### config.mk
export PLATFORM = sky130hd
export DESIGN_NAME = gray_bin_threshold
export DESIGN_NICKNAME = d
export VERILOG_FILES = /design/src/rtl/gray_bin_threshold.sv
export SDC_FILE = /design/constraint.sdc
export NUM_CORES = 1
export LEC_CHECK = 0
export BUFFER_PORTS_ARGS = -buffer_cell sky130_fd_sc_hd__buf_2
export CAP_MARGIN = 20
export CELL_PAD_IN_SITES_DETAIL_PLACEMENT = 1
export CELL_PAD_IN_SITES_GLOBAL_PLACEMENT = 1
export CORE_MARGIN = 1.5
export CORE_UTILIZATION = 42
export DETAILED_ROUTE_END_ITERATION = 16
export HOLD_SLACK_MARGIN = 0.06
export MAX_ROUTING_LAYER = met4
export PLACE_DENSITY = 0.79
export SETUP_SLACK_MARGIN = 0.4
export SLEW_MARGIN = 15
export SYNTH_ARGS = -nofsm -noshare
export SYNTH_HDL_FRONTEND = slang
export SYNTH_SLANG_ARGS = --single-unit
### constraint.sdc
create_clock -name iCLK -period 4.85 [get_ports iCLK]
set_input_delay 0.97 -clock iCLK [delete_from_list [all_inputs] [get_ports iCLK]]
set_output_delay 0.97 -clock iCLK [all_outputs]
set_load 0.02 [all_outputs]
### src/rtl/gray_bin_threshold.sv
// gray_bin_threshold: gray-to-binary thresholder for the capture pipeline.
//
// Modes (active mode register):
//   0 / 3 : fixed threshold, white iff pixel > TH_HI
//   1     : hysteresis between TH_LO and TH_HI
//   2     : auto-mean; threshold is the mean of the first 2**LOG2_SAMPLES
//           in-frame pixels of the last complete frame
//
// Threshold and mode changes go to a shadow set and only become active at
// frame start, so one frame is always binarized with one threshold set.
//
// Optional feature macro: GRAY2BIN_STATS_EN adds a per-frame white-pixel
// counter (oWHITE_CNT) with a one-cycle frame-end strobe (oSTAT_VLD).
//
// Stream semantics: there is no back-pressure. A pixel is transferred on
// every rising iCLK edge where iDVAL=1; oDVAL/oDATA present the result of
// that pixel exactly one cycle later. oDATA holds when no pixel arrives.
module gray_bin_threshold #(
  parameter int DATA_W       = 12,
  parameter int TH_HI_DEF    = 3747,
  parameter int TH_LO_DEF    = 3500,
  parameter int LOG2_SAMPLES = 10,
  parameter int CNT_W        = 22
) (
  input  logic              iCLK,
  input  logic              iRST,
  input  logic              iDVAL,
  input  logic              iFVAL,
  input  logic [DATA_W-1:0] iDATA,
  input  logic [1:0]        iMODE,
  input  logic [DATA_W-1:0] iTH_HI,
  input  logic [DATA_W-1:0] iTH_LO,
  input  logic              iTH_LD,
  output logic              oDVAL,
  output logic [DATA_W-1:0] oDATA,
  output logic [DATA_W-1:0] oTH
`ifdef GRAY2BIN_STATS_EN
  ,
  output logic [CNT_W-1:0]  oWHITE_CNT,
  output logic              oSTAT_VLD
`endif
);

  // Accumulator must hold the sum of 2**LOG2_SAMPLES full-scale pixels.
  localparam int ACC_W = DATA_W + LOG2_SAMPLES;
  // Sample counter must be able to reach 2**LOG2_SAMPLES itself.
  localparam int SCN_W = LOG2_SAMPLES + 1;
  localparam logic [SCN_W-1:0] N_SAMP = SCN_W'(2 ** LOG2_SAMPLES);

  localparam logic [1:0] MODE_FIXED = 2'd0;
  localparam logic [1:0] MODE_HYST  = 2'd1;
  localparam logic [1:0] MODE_AUTO  = 2'd2;

  // Elaboration-time sanity check of the configuration.
  if (DATA_W < 1 || LOG2_SAMPLES < 0 || CNT_W < 1) begin : g_bad_param
    $error("gray_bin_threshold: illegal parameter combination");
  end

  // ---------------------------------------------------------------------
  // State
  // ---------------------------------------------------------------------
  logic              fval_q;
  logic              pend_q,     pend_d;
  logic [DATA_W-1:0] sh_hi_q,    sh_hi_d;
  logic [DATA_W-1:0] sh_lo_q,    sh_lo_d;
  logic [1:0]        sh_mode_q,  sh_mode_d;
  logic [DATA_W-1:0] act_hi_q,   act_hi_d;
  logic [DATA_W-1:0] act_lo_q,   act_lo_d;
  logic [1:0]        act_mode_q, act_mode_d;
  logic              h_q,        h_d;
  logic [ACC_W-1:0]  acc_q,      acc_d;
  logic [SCN_W-1:0]  scnt_q,     scnt_d;
  logic [DATA_W-1:0] auto_th_q,  auto_th_d;
  logic              auto_vld_q, auto_vld_d;
  logic              dval_q;
  logic [DATA_W-1:0] data_q,     data_d;
  logic [DATA_W-1:0] th_q,       th_d;

  // Frame edges, derived from the registered copy of iFVAL.
  logic frame_start;
  logic frame_end;
  assign frame_start = iFVAL & ~fval_q;
  assign frame_end   = ~iFVAL & fval_q;

  // Settings in force for the current cycle (already switched on the
  // frame-start cycle so the first pixel of a frame uses the new set).
  logic [DATA_W-1:0] eff_hi;
  logic [DATA_W-1:0] eff_lo_raw;
  logic [DATA_W-1:0] eff_lo;
  logic [1:0]        eff_mode;
  logic [DATA_W-1:0] th_auto;
  logic [DATA_W-1:0] th_eff;
  logic              h_base;
  logic              white;
  logic              sample_en;

  // Shadow/active threshold selection and frame-start handover.
  always_comb begin
    eff_hi     = act_hi_q;
    eff_lo_raw = act_lo_q;
    eff_mode   = act_mode_q;
    sh_hi_d    = sh_hi_q;
    sh_lo_d    = sh_lo_q;
    sh_mode_d  = sh_mode_q;
    pend_d     = pend_q;

    if (frame_start && iTH_LD) begin
      // Load coinciding with frame start takes effect for this frame.
      eff_hi     = iTH_HI;
      eff_lo_raw = iTH_LO;
      eff_mode   = iMODE;
    end else if (frame_start && pend_q) begin
      eff_hi     = sh_hi_q;
      eff_lo_raw = sh_lo_q;
      eff_mode   = sh_mode_q;
    end

    if (iTH_LD) begin
      sh_hi_d   = iTH_HI;
      sh_lo_d   = iTH_LO;
      sh_mode_d = iMODE;
      pend_d    = ~frame_start;
    end else if (frame_start) begin
      pend_d    = 1'b0;
    end

    act_hi_d   = eff_hi;
    act_lo_d   = eff_lo_raw;
    act_mode_d = eff_mode;

    // An inverted hysteresis window collapses to a single threshold.
    eff_lo  = (eff_lo_raw > eff_hi) ? eff_hi : eff_lo_raw;
    th_auto = auto_vld_q ? auto_th_q : eff_hi;
    th_eff  = (eff_mode == MODE_AUTO) ? th_auto : eff_hi;
  end

  // Binarization, hysteresis bit and output/threshold next-state.
  always_comb begin
    h_base = frame_start ? 1'b0 : h_q;
    h_d    = h_base;
    white  = 1'b0;

    case (eff_mode)
      MODE_HYST: begin
        if (iDATA > eff_hi) begin
          white = 1'b1;
          if (iDVAL) h_d = 1'b1;
        end else if (iDATA < eff_lo) begin
          white = 1'b0;
          if (iDVAL) h_d = 1'b0;
        end else begin
          white = h_base;
        end
      end
      MODE_AUTO:  white = (iDATA > th_auto);
      MODE_FIXED: white = (iDATA > eff_hi);
      default:    white = (iDATA > eff_hi);
    endcase

    data_d = data_q;
    if (iDVAL) data_d = white ? {DATA_W{1'b1}} : {DATA_W{1'b0}};

    th_d = frame_start ? th_eff : th_q;
  end

  // Auto-mean sampling: runs in every mode on in-frame valid pixels.
  always_comb begin
    sample_en = iDVAL & iFVAL;
    acc_d     = frame_start ? '0 : acc_q;
    scnt_d    = frame_start ? '0 : scnt_q;
    if (sample_en && (scnt_d < N_SAMP)) begin
      acc_d  = acc_d + ACC_W'(iDATA);
      scnt_d = scnt_d + SCN_W'(1);
    end

    auto_th_d  = auto_th_q;
    auto_vld_d = auto_vld_q;
    // Short frames leave the previous auto threshold in place.
    if (frame_end && (scnt_q == N_SAMP)) begin
      auto_th_d  = acc_q[ACC_W-1:LOG2_SAMPLES];
      auto_vld_d = 1'b1;
    end
  end

  // State registers; reset restores defaults at any point in a frame.
  always_ff @(posedge iCLK or negedge iRST) begin
    if (!iRST) begin
      fval_q     <= 1'b0;
      pend_q     <= 1'b0;
      sh_hi_q    <= DATA_W'(TH_HI_DEF);
      sh_lo_q    <= DATA_W'(TH_LO_DEF);
      sh_mode_q  <= MODE_FIXED;
      act_hi_q   <= DATA_W'(TH_HI_DEF);
      act_lo_q   <= DATA_W'(TH_LO_DEF);
      act_mode_q <= MODE_FIXED;
      h_q        <= 1'b0;
      acc_q      <= '0;
      scnt_q     <= '0;
      auto_th_q  <= '0;
      auto_vld_q <= 1'b0;
      dval_q     <= 1'b0;
      data_q     <= '0;
      th_q       <= DATA_W'(TH_HI_DEF);
    end else begin
      fval_q     <= iFVAL;
      pend_q     <= pend_d;
      sh_hi_q    <= sh_hi_d;
      sh_lo_q    <= sh_lo_d;
      sh_mode_q  <= sh_mode_d;
      act_hi_q   <= act_hi_d;
      act_lo_q   <= act_lo_d;
      act_mode_q <= act_mode_d;
      h_q        <= h_d;
      acc_q      <= acc_d;
      scnt_q     <= scnt_d;
      auto_th_q  <= auto_th_d;
      auto_vld_q <= auto_vld_d;
      dval_q     <= iDVAL;
      data_q     <= data_d;
      th_q       <= th_d;
    end
  end

  assign oDVAL = dval_q;
  assign oDATA = data_q;
  assign oTH   = th_q;

`ifdef GRAY2BIN_STATS_EN
  logic [CNT_W-1:0] wcnt_q,  wcnt_d;
  logic [CNT_W-1:0] wstat_q, wstat_d;
  logic             svld_q,  svld_d;

  // White-pixel counter: clears at frame start, saturates at all-ones.
  always_comb begin
    wcnt_d = frame_start ? '0 : wcnt_q;
    if (iDVAL && iFVAL && white && (wcnt_d != {CNT_W{1'b1}})) begin
      wcnt_d = wcnt_d + CNT_W'(1);
    end
    wstat_d = frame_end ? wcnt_q : wstat_q;
    svld_d  = frame_end;
  end

  // Statistics registers.
  always_ff @(posedge iCLK or negedge iRST) begin
    if (!iRST) begin
      wcnt_q  <= '0;
      wstat_q <= '0;
      svld_q  <= 1'b0;
    end else begin
      wcnt_q  <= wcnt_d;
      wstat_q <= wstat_d;
      svld_q  <= svld_d;
    end
  end

  assign oWHITE_CNT = wstat_q;
  assign oSTAT_VLD  = svld_q;
`endif

endmodule

==> results.json, run 1 <==
{
  "worstHoldEndpoint": "oTH[4]$_DFFE_PN0P_",
  "worstHoldStart": "oTH[4]$_DFFE_PN0P_",
  "power_leakage_nw": 4.01,
  "ys_seq_elements": 115,
  "holdWs_ns": 0.486,
  "reg2reg_slack_ns": 0.52,
  "final_net_count": 908,
  "dr.pass1.iters": 5,
  "arrival_ns": 4.81,
  "r2r_cells": 19,
  "tns_ns": 0,
  "max-vdd-ir-drop_mv": 0.301,
  "regToRegEndpoint": "h_q$_DFF_PN0_",
  "drtIter0Drc": 251,
  "htreeDepth": 4,
  "antenna_left": 0,
  "dieArea_sq_um": 17100,
  "ys_warn_count": 0,
  "synth_edf_count": 0,
  "drive_gt1_share_pct": 34.0,
  "io_pins": 68,
  "vias": 5826,
  "worstMarginPinSlew_ns": 0.925,
  "drv_cap": 0,
  "cp-end-kind": "flip-flop",
  "async_flop_share_pct": 100,
  "status": "finished, final reports clean",
  "drc": 0,
  "n_antenna_cell": 0,
  "fin_crit_ns": 4.52,
  "cts_tree": "done",
  "synthesis.area_sq_um": 6870,
  "fp.dieH_microns": 131,
  "dp_cells": 984,
  "die_x_microns": 131,
  "cts_buffers": 17,
  "antenna_found_initial": 0,
  "ys_types": 50,
  "holdPathStages": 2,
  "drv_slew": 0,
  "critPathMaxFanout": 6,
  "yosys.area.top_type_share_pct": 29.2,
  "via_per_inst": 5.66,
  "hold_viol_final": 0,
  "setup_viol": 0,
  "holdBufCountCts": 0,
  "dp_hpwl_microns": 15500,
  "final_cell_mix": "dfrtp_1 (80), nand2_1 (77), buf_2 (65), ha_1 (61)",
  "synthCells": 699,
  "synth_top_area_cell": "dfrtp_1",
  "num_rows": 46,
  "grt_pass1_vias": 6296,
  "synthFlopType": "dfrtp_1",
  "routed_wl_microns": 21900,
  "slew_headroom_pct": 38.1,
  "avgSynthCellArea_sq_um": 9.82,
  "worst_ep_required_time_ns": 5.14,
  "yosys-top-cells-area": "dfrtp_1 (29%), dfstp_2 (13%), ha_1 (11%), mux2_2 (8.0%), a21oi_1 (4.8%)",
  "rr_startpoint": "fval_q$_DFF_PN0_",
  "clock_path_buffers": 2,
  "path_clk_slew_ns": 0.06,
  "start_util_pct": 43.1,
  "max_freq_ghz": 0.221,
  "syn2layout_area_growth_pct": 24.7,
  "clock_sinks": 115,
  "gp_congestion": 0.953,
  "grt_setup_unrepaired": "yes",
  "overflow": 0,
  "worstSetupStartpointType": "primary input",
  "grt_pass1_wl_microns": 33200,
  "min_path_type": "flip-flop to flip-flop",
  "synthesis.nets": 805,
  "grt_use_total_pct": 27.1,
  "criticalPathCategory": "primary input to flip-flop",
  "numPortBuffers": 67,
  "skew_ns": 0.00913,
  "clock_latency_ns": 0.43,
  "fin_crit_sh_pct": 93.2,
  "post-place-ws_ns": -0.229,
  "final_cells": 1030,
  "cts-root-buf": "clkbuf_16",
  "power_density_nw_per_um2": 447,
  "layout_commonest_cell": "dfrtp_1",
  "nFillCells": 1780,
  "fin_ws_ns": 0.328,
  "core_area_sq_um": 15900,
  "grt_start_max_net_pins": 47,
  "ys_seq_area_share_pct": 42.6,
  "wl_per_cell_microns": 21.3
}
how the worst max path moves through the flow:
stage	from	endpoint	slack (ns)	cells after the start
3_5_place_dp	iFVAL	h_q$_DFF_PN0_	-0.23	19
5_1_grt	iFVAL	h_q$_DFF_PN0_	0.14	20
6_report	iFVAL	h_q$_DFF_PN0_	0.33	20
4_1_cts	iFVAL	h_q$_DFF_PN0_	0.41	22
2_1_floorplan	iFVAL	h_q$_DFF_PN0_	-0.04	25
3_3_place_gp	iFVAL	h_q$_DFF_PN0_	0.02	20
cell type report:
| type | instances | area (sq um) | share of cell area, % |
|---|---|---|---|
| repair buffers | 124 | 885 | 10.3 |
| clock inverters | 4 | 47.5 | 0.555 |
| multi-input cells | 520 | 3810 | 44.5 |
| well taps | 216 | 270 | 3.16 |
| flip-flops and latches | 115 | 2920 | 34.1 |
| clock buffers | 27 | 533 | 6.23 |
| inverters | 24 | 90.1 | 1.05 |
report_power, final:
part,switching [W],leakage (nW),internal (W)
Sequential,0.0000814,1.40,0.00113
Clock,0.000437,0.285,0.000794
Combinational,0.000793,2.32,0.000585
repair_timing:
action | in CTS | in global routing
pin swaps | 2 | 20
gates cloned | 1 | 4
buffers inserted | 2 | 8
resized for setup | 6 | 42
endpoints found under the hold margin | 0 | 0
endpoints found under the setup margin | 2 | 2
critical path: stages:
cell	delay (ns)
buf_8	0.08
nor2b_4	0.28
and2_4	0.28
buf_4	0.13
a21oi_2	0.03
a21oi_2	0.24
ha_1	0.22
nand4_1	0.18
a211o_1	0.34
a31oi_4	0.21
mux2i_2	0.26
ha_1	0.30
a2111oi_4	0.37
o21ai_1	0.14
a311oi_2	0.31
nor2_2	0.08
nor3_2	0.14
a21oi_2	0.09
nand3_1	0.07
o211ai_1	0.10
cell families after synthesis:
| kind of cell | after synthesis | synth area share [%] |
|---|---|---|
| simple gates | 204 | 13.9 |
| compound gates | 158 | 13.3 |
| mux | 70 | 11.1 |
| xor+xnor | 23 | 2.93 |
| buf+inv | 66 | 4.59 |
| fa+ha+maj | 63 | 11.6 |
| flops | 115 | 42.6 |
stage by stage:
step                      utilization [%]  area, sq um  power [W]
final                                53.7         8560    0.00382
after global routing                 53.7         8560    0.00403
after CTS                            51.8         8260    0.00374
after detailed placement             47.9         7640    0.00247
after global placement               47.9         7640    0.00239
after floorplan                         -         6920    0.00207
layer usage:
layer	routed length, microns	vias to the layer above	global-route usage [%]
met5	0	-	-
met1	8680	2934	30.2
li1	-	2673	-
met3	1040	58	5.70
met4	808	0	12.4
met2	11400	161	46.7
state kept, by name (all words and copies together), names as in the netlist:
name and cells:
scnt_q 11, act_lo_q 12, auto_vld_q 1, sh_hi_q 12, auto_th_q 12, oDATA 1
oDVAL 1, pend_q 1, act_hi_q 12, h_q 1, act_mode_q 2, fval_q 1
sh_mode_q 2, oTH 12, acc_q 22, sh_lo_q 12
synthesized netlist by cell type, types with 5 or more instances:
cell,instances
o211ai_1,5
ha_1,62
mux2_2,49
dfstp_2,35
dfrtp_1,80
clkbuf_1,19
nor3_1,6
nand3_1,26
buf_4,12
a21o_1,10
xnor2_1,10
nor2b_1,8
xor2_1,13
o21ai_0,50
buf_2,6
nand2b_1,7
a21oi_1,66
inv_1,24
nand2_1,78
nand4_1,12
nor2_1,37
mux2i_1,21
and2_1,14
No activity file was read; power rests on OpenSTA's default activity.
==> run 2: changes to the inputs <==
Settings changed: CELL_PAD_IN_SITES_DETAIL_PLACEMENT 1 to 0, CORE_MARGIN 1.5 to 3.
==> run 2 against run 1 <==
Critical path depth rose by 1; sequential power about the same; critical endpoint unchanged; design area grew 0.29%; non-clock buffer count grew 7; critical path type unchanged; flip-flop and latch count unchanged; die area increased by 4.6%; largest cell class unchanged; maximum frequency rose by 3.8%.
==> results.json, run 2 (synthesis results as in run 1) <==
{
  "power_leakage_nw": 4.05,
  "syn2layout_area_growth_pct": 25.1,
  "grt_start_max_net_pins": 78,
  "cp_slowest_stage_delay_ns": 0.35,
  "numPortBuffers": 67,
  "core_area_sq_um": 15900,
  "grt_pass1_vias": 5555,
  "p_total_w": 0.00377,
  "dieArea_sq_um": 17900,
  "fp.dieH_microns": 134,
  "gp_congestion": 0.911,
  "clock_sinks": 115,
  "drv_slew": 0,
  "n_antenna_cell": 0,
  "layout_commonest_cell": "dfrtp_1",
  "fin_crit_ns": 4.35,
  "fin_crit_sh_pct": 89.8,
  "cts_tree": "done",
  "hold_viol_final": 0,
  "via_per_inst": 5.34,
  "cts-root-buf": "clkbuf_16",
  "r2r_cells": 20,
  "worstMarginPinSlew_ns": 0.969,
  "start_util_pct": 43.1,
  "overflow": 0,
  "skew_ns": 0.00977,
  "cp-end-kind": "flip-flop",
  "slew_headroom_pct": 35.4,
  "max-vdd-ir-drop_mv": 0.281,
  "grt_pass1_wl_microns": 28600,
  "critPathMaxFanout": 6,
  "drv_cap": 0,
  "design_area_sq_um": 8590,
  "tns_ns": 0,
  "path_cells": "buf_8 > nor2b_4 > buf_8 > buf_12 > nand3_1 > a21oi_1 > a21oi_2 > ha_1 > nand4_1 > a211o_1 > a31oi_4 > mux2i_1 > ha_1 > a2111oi_2 > o21ai_1 > a311oi_1 > nor2_1 > nor3_1 > a21oi_1 > nand3_1 > o211ai_1",
  "post-place-ws_ns": -0.0682,
  "max_freq_ghz": 0.230,
  "critPathSlowestCell": "a2111oi_2",
  "status": "finished, final reports clean",
  "grt_setup_unrepaired": "yes",
  "worstSetupStartpointType": "primary input",
  "routed_wl_microns": 18700,
  "worst_ep_required_time_ns": 5.14,
  "antenna_found_initial": 0,
  "die_x_microns": 134,
  "nFillCells": 1423,
  "holdBufCountCts": 0,
  "io_pins": 68,
  "power_density_nw_per_um2": 439,
  "largest_register_ffs": 22,
  "cp.buffers_inverters": 3,
  "drive_gt1_share_pct": 34.1,
  "clock_path_buffers": 2,
  "drc": 0,
  "wl_per_cell_microns": 18.0,
  "cts_buffers": 17,
  "antenna_left": 0,
  "dp_hpwl_microns": 13200,
  "min_path_type": "flip-flop to flip-flop",
  "holdPathStages": 2,
  "placed_area_sq_um": 7570,
  "final_net_count": 914,
  "critical_path_depth": 21,
  "num_rows": 46,
  "fin_ws_ns": 0.495,
  "clock_latency_ns": 0.43,
  "utilization_pct": 53.9,
  "arrival_ns": 4.65,
  "vias": 5533,
  "dr.pass1.iters": 4,
  "setup_viol": 0,
  "htreeDepth": 4,
  "critical_path.top_delay_family": "compound AO/OA/AOI/OAI gates",
  "top_register": "acc_q",
  "drtIter0Drc": 286,
  "grt_use_total_pct": 21.1,
  "path_clk_slew_ns": 0.05,
  "final_cell_mix": "dfrtp_1 (80), nand2_1 (76), buf_2 (65), ha_1 (62), a21oi_1 (53)",
  "criticalPathCategory": "primary input to flip-flop"
}
[run 2: final cells by class]
class | count | area, sq um | share of cell area [%]
clock buffer | 18 | 439 | 5.12
clock inverter | 14 | 163 | 1.89
inverter | 24 | 90.1 | 1.05
multi-input combinational | 519 | 3770 | 43.9
sequential | 115 | 2920 | 34.0
tap | 216 | 270 | 3.15
timing repair buffer | 131 | 930 | 10.8
[run 2: stage by stage]
step / std cells / hold WS, ns
6_report: 1037 / 0.475
5_1_grt: 1037 / 0.504
4_1_cts: 1010 / 0.478
3_5_place_dp: 978 / 0.469
3_3_place_gp: 978 / 0.469
2_1_floorplan: 699 / 0.450
[run 2: timing repair]
| item | in CTS | in global routing |
|---|---|---|
| gates cloned | 0 | 3 |
| pin swaps | 0 | 23 |
| gates resized for setup | 1 | 47 |
| setup endpoints to repair | 1 | 2 |
| hold endpoints to repair | 0 | 0 |
| setup buffers | 0 | 24 |
[run 2: worst min-delay path, cell delays in order, from the launching register on]
cell     delay, ns
dfstp_2       0.36
nand2_1       0.04
o21ai_0       0.06
[run 2: routing by layer]
metal / GRT usage [%] / vias up / share of wire [%]
li1: - / 2696 / -
met1: 26.9 / 2691 / 43
met2: 33.2 / 117 / 50
met3: 3.49 / 29 / 4.9
met4: 9.83 / 0 / 2.4
met5: - / - / 0
[run 2: worst paths after layout]
kind                                      from                endpoint  slack (ns)
hold reg to reg            oTH[10]$_DFFE_PN1P_     oTH[10]$_DFFE_PN1P_        0.48
setup reg to reg              fval_q$_DFF_PN0_           h_q$_DFF_PN0_        0.61
hold / removal             oTH[10]$_DFFE_PN1P_     oTH[10]$_DFFE_PN1P_        0.48
max in group asynchronous                 iRST      acc_q[2]$_DFF_PN0_        3.07
setup / recovery                         iFVAL           h_q$_DFF_PN0_        0.50
min in group asynchronous                 iRST  sh_lo_q[6]$_DFFE_PN0P_        0.68
[run 2: power by group]
part	switching (W)	total (W)	internal, W	leakage, nW
sequential	0.0000742	0.00121	0.00113	1.40
combinational	0.000727	0.00129	0.000561	2.36
clock	0.000463	0.00128	0.000815	0.287
==> run 3: changes to the inputs <==
Settings changed: CELL_PAD_IN_SITES_DETAIL_PLACEMENT 0 to 1, CELL_PAD_IN_SITES_GLOBAL_PLACEMENT 1 to 2, CORE_UTILIZATION 42 to 35, PLACE_DENSITY 0.79 to 0.8.
==> run 3 against run 2 <==
First-iteration DRC count shrank 8.7%; combinational power is essentially flat; cell count grew 3.3%; global-route usage grew 0.063 points; critical endpoint unchanged; total power grew 0.11%.
==> results.json, run 3 (synthesis results as in run 1) <==
{
  "worstSetupStartpointType": "primary input",
  "seq_area_sq_um": 2920,
  "swShare_pct": 34.1,
  "top_register": "acc_q",
  "combPwrFrac_pct": 34.5,
  "hold_viol_final": 0,
  "p_sw_w": 0.00129,
  "grt_use_total_pct": 21.2,
  "utilization_pct": 44.4,
  "route.met3.wl_microns": 753,
  "cp-end-kind": "flip-flop",
  "n_antenna_cell": 0,
  "min_path_type": "primary input to asynchronous set/reset pin",
  "syn2layout_area_growth_pct": 22.6,
  "critPathMaxFanout": 9,
  "num_rows": 50,
  "dieArea_sq_um": 21300,
  "die_x_microns": 146,
  "criticalPathCategory": "primary input to flip-flop",
  "grt_pass1_vias": 6284,
  "htreeDepth": 4,
  "cts_tree": "done",
  "drv_cap": 0,
  "clock_sinks": 115,
  "holdBufCountCts": 0,
  "numPortBuffers": 67,
  "crit_start": "iFVAL",
  "critPathSlowestCell": "a2111oi_4",
  "grt_setup_unrepaired": "yes",
  "dr_wl_met2_microns": 10800,
  "fin_crit_sh_pct": 91.1,
  "gp_congestion": 0.850,
  "drv_slew": 0,
  "grt_pass1_wl_microns": 34400,
  "multi_input_area_sq_um": 3710,
  "dr.pass1.iters": 4,
  "cts_buffers": 17,
  "p_int_w": 0.00249,
  "clockPowerShare_pct": 33.5,
  "placed_area_sq_um": 7660,
  "largest_register_ffs": 22,
  "regToRegEndpoint": "h_q$_DFF_PN0_",
  "layout_commonest_cell": "dfrtp_1",
  "worst_ep_required_time_ns": 5.14,
  "antenna_found_initial": 0,
  "io_pins": 68,
  "max_freq_ghz": 0.226,
  "clock_latency_ns": 0.43,
  "post-place-ws_ns": -0.366,
  "status": "finished, final reports clean",
  "fin_ws_ns": 0.432,
  "worstMarginPinSlew_ns": 0.941,
  "power_leakage_nw": 3.97,
  "tns_ns": 0,
  "core_area_sq_um": 19000,
  "routed_wl_microns": 21300,
  "rr_startpoint": "fval_q$_DFF_PN0_",
  "dp_hpwl_microns": 15700,
  "m1WireLength_microns": 9140,
  "path_clk_slew_ns": 0.05,
  "reg2reg_slack_ns": 0.61,
  "wl_per_cell_microns": 19.9,
  "final_cell_mix": "dfrtp_1 (80), nand2_1 (77), buf_2 (66), a21oi_1 (63), ha_1 (62)",
  "start_util_pct": 36.2,
  "power_density_nw_per_um2": 448,
  "cp_slowest_stage_delay_ns": 0.32,
  "skew_ns": 0.00836,
  "design_area_sq_um": 8420,
  "r2r_cells": 20,
  "drtIter0Drc": 261,
  "drc": 0,
  "path_cells": "buf_2 > nor2b_4 > buf_12 > buf_6 > nand3_1 > a21oi_1 > a21oi_1 > ha_1 > nand4_1 > a211o_1 > a31oi_4 > mux2i_1 > ha_1 > a2111oi_4 > o21ai_1 > a311oi_1 > nor2_1 > nor3_1 > a21oi_1 > nand3_1 > o211ai_1",
  "final_net_count": 904,
  "antenna_left": 0,
  "grt_start_max_net_pins": 48,
  "max-vdd-ir-drop_mv": 0.260,
  "p_seq_share_pct": 32.0,
  "setup_viol": 0,
  "drive_gt1_share_pct": 30.9,
  "crit_path_end": "h_q$_DFF_PN0_",
  "slew_headroom_pct": 37.1,
  "top_layer": "met4",
  "via_per_inst": 5.25,
  "overflow": 0,
  "cts-root-buf": "clkbuf_16",
  "cpMostUsedCell": "a21oi_1",
  "nFillCells": 2156,
  "fin_crit_ns": 4.42,
  "fp.dieH_microns": 146,
  "vias": 5619,
  "clock_path_buffers": 2,
  "arrival_ns": 4.71
}
run 3: repair_timing:
item                       CTS  global route
setup buffers                8             2
resized for setup           13             5
pin swaps                    8             2
cloned                       2             0
setup endpoints to repair    2             2
run 3: per-layer routing:
layer  global-route usage, %  vias to the layer above
met5                       -                        -
met3                    4.72                       37
li1                        -                     2667
met2                    35.2                      108
met1                    24.9                     2807
met4                    8.80                        0
run 3: worst min path at each step:
stage | start | endpoint | slack (ns) | cells past startpoint
after floorplan | auto_th_q[2]$_DFFE_PN0P_ | auto_th_q[2]$_DFFE_PN0P_ | 0.45 | 2
after global placement | oTH[2]$_DFFE_PN0P_ | oTH[2]$_DFFE_PN0P_ | 0.47 | 2
after detailed placement | oTH[2]$_DFFE_PN0P_ | oTH[2]$_DFFE_PN0P_ | 0.47 | 2
after CTS | iRST | sh_lo_q[4]$_DFFE_PN0P_ | 0.46 | 1
after global routing | iRST | sh_lo_q[4]$_DFFE_PN0P_ | 0.48 | 1
final | iRST | sh_lo_q[4]$_DFFE_PN0P_ | 0.46 | 1
run 3: final cells by class:
type	count	share of cell area, %
Multi-Input combinational cell	520	44.1
Tap cell	260	3.86
Sequential cell	115	34.7
Inverter	24	1.07
Timing Repair Buffer	120	9.27
Clock buffer	23	5.80
Clock inverter	9	1.22
run 3: power groups by stage:
stage / registers, W / clock network, W / logic, W
finish: 0.00121 / 0.00126 / 0.00130
floorplan: 0.00124 / 0 / 0.000828
CTS: 0.00121 / 0.00129 / 0.00129
global placement: 0.00121 / 0 / 0.00119
global route: 0.00122 / 0.00133 / 0.00145
detailed placement: 0.00122 / 0 / 0.00125
run 3: worst max-delay path, delay by kind of cell:
| kind | cells | cell delay [ns] |
|---|---|---|
| AOI/OAI and AO/OA | 9 | 1.63 |
| and+or+nand+nor | 6 | 0.80 |
| adders and majority gates | 2 | 0.62 |
| buffers and inverters | 3 | 0.43 |
| muxes | 1 | 0.25 |
run 3: metrics by stage:
step,power [W],instances,hold slack [ns]
final,0.00378,1071,0.459
after global routing,0.00400,1071,0.478
after CTS,0.00379,1069,0.460
after detailed placement,0.00247,1027,0.468
after global placement,0.00240,1027,0.466
after floorplan,0.00207,699,0.450
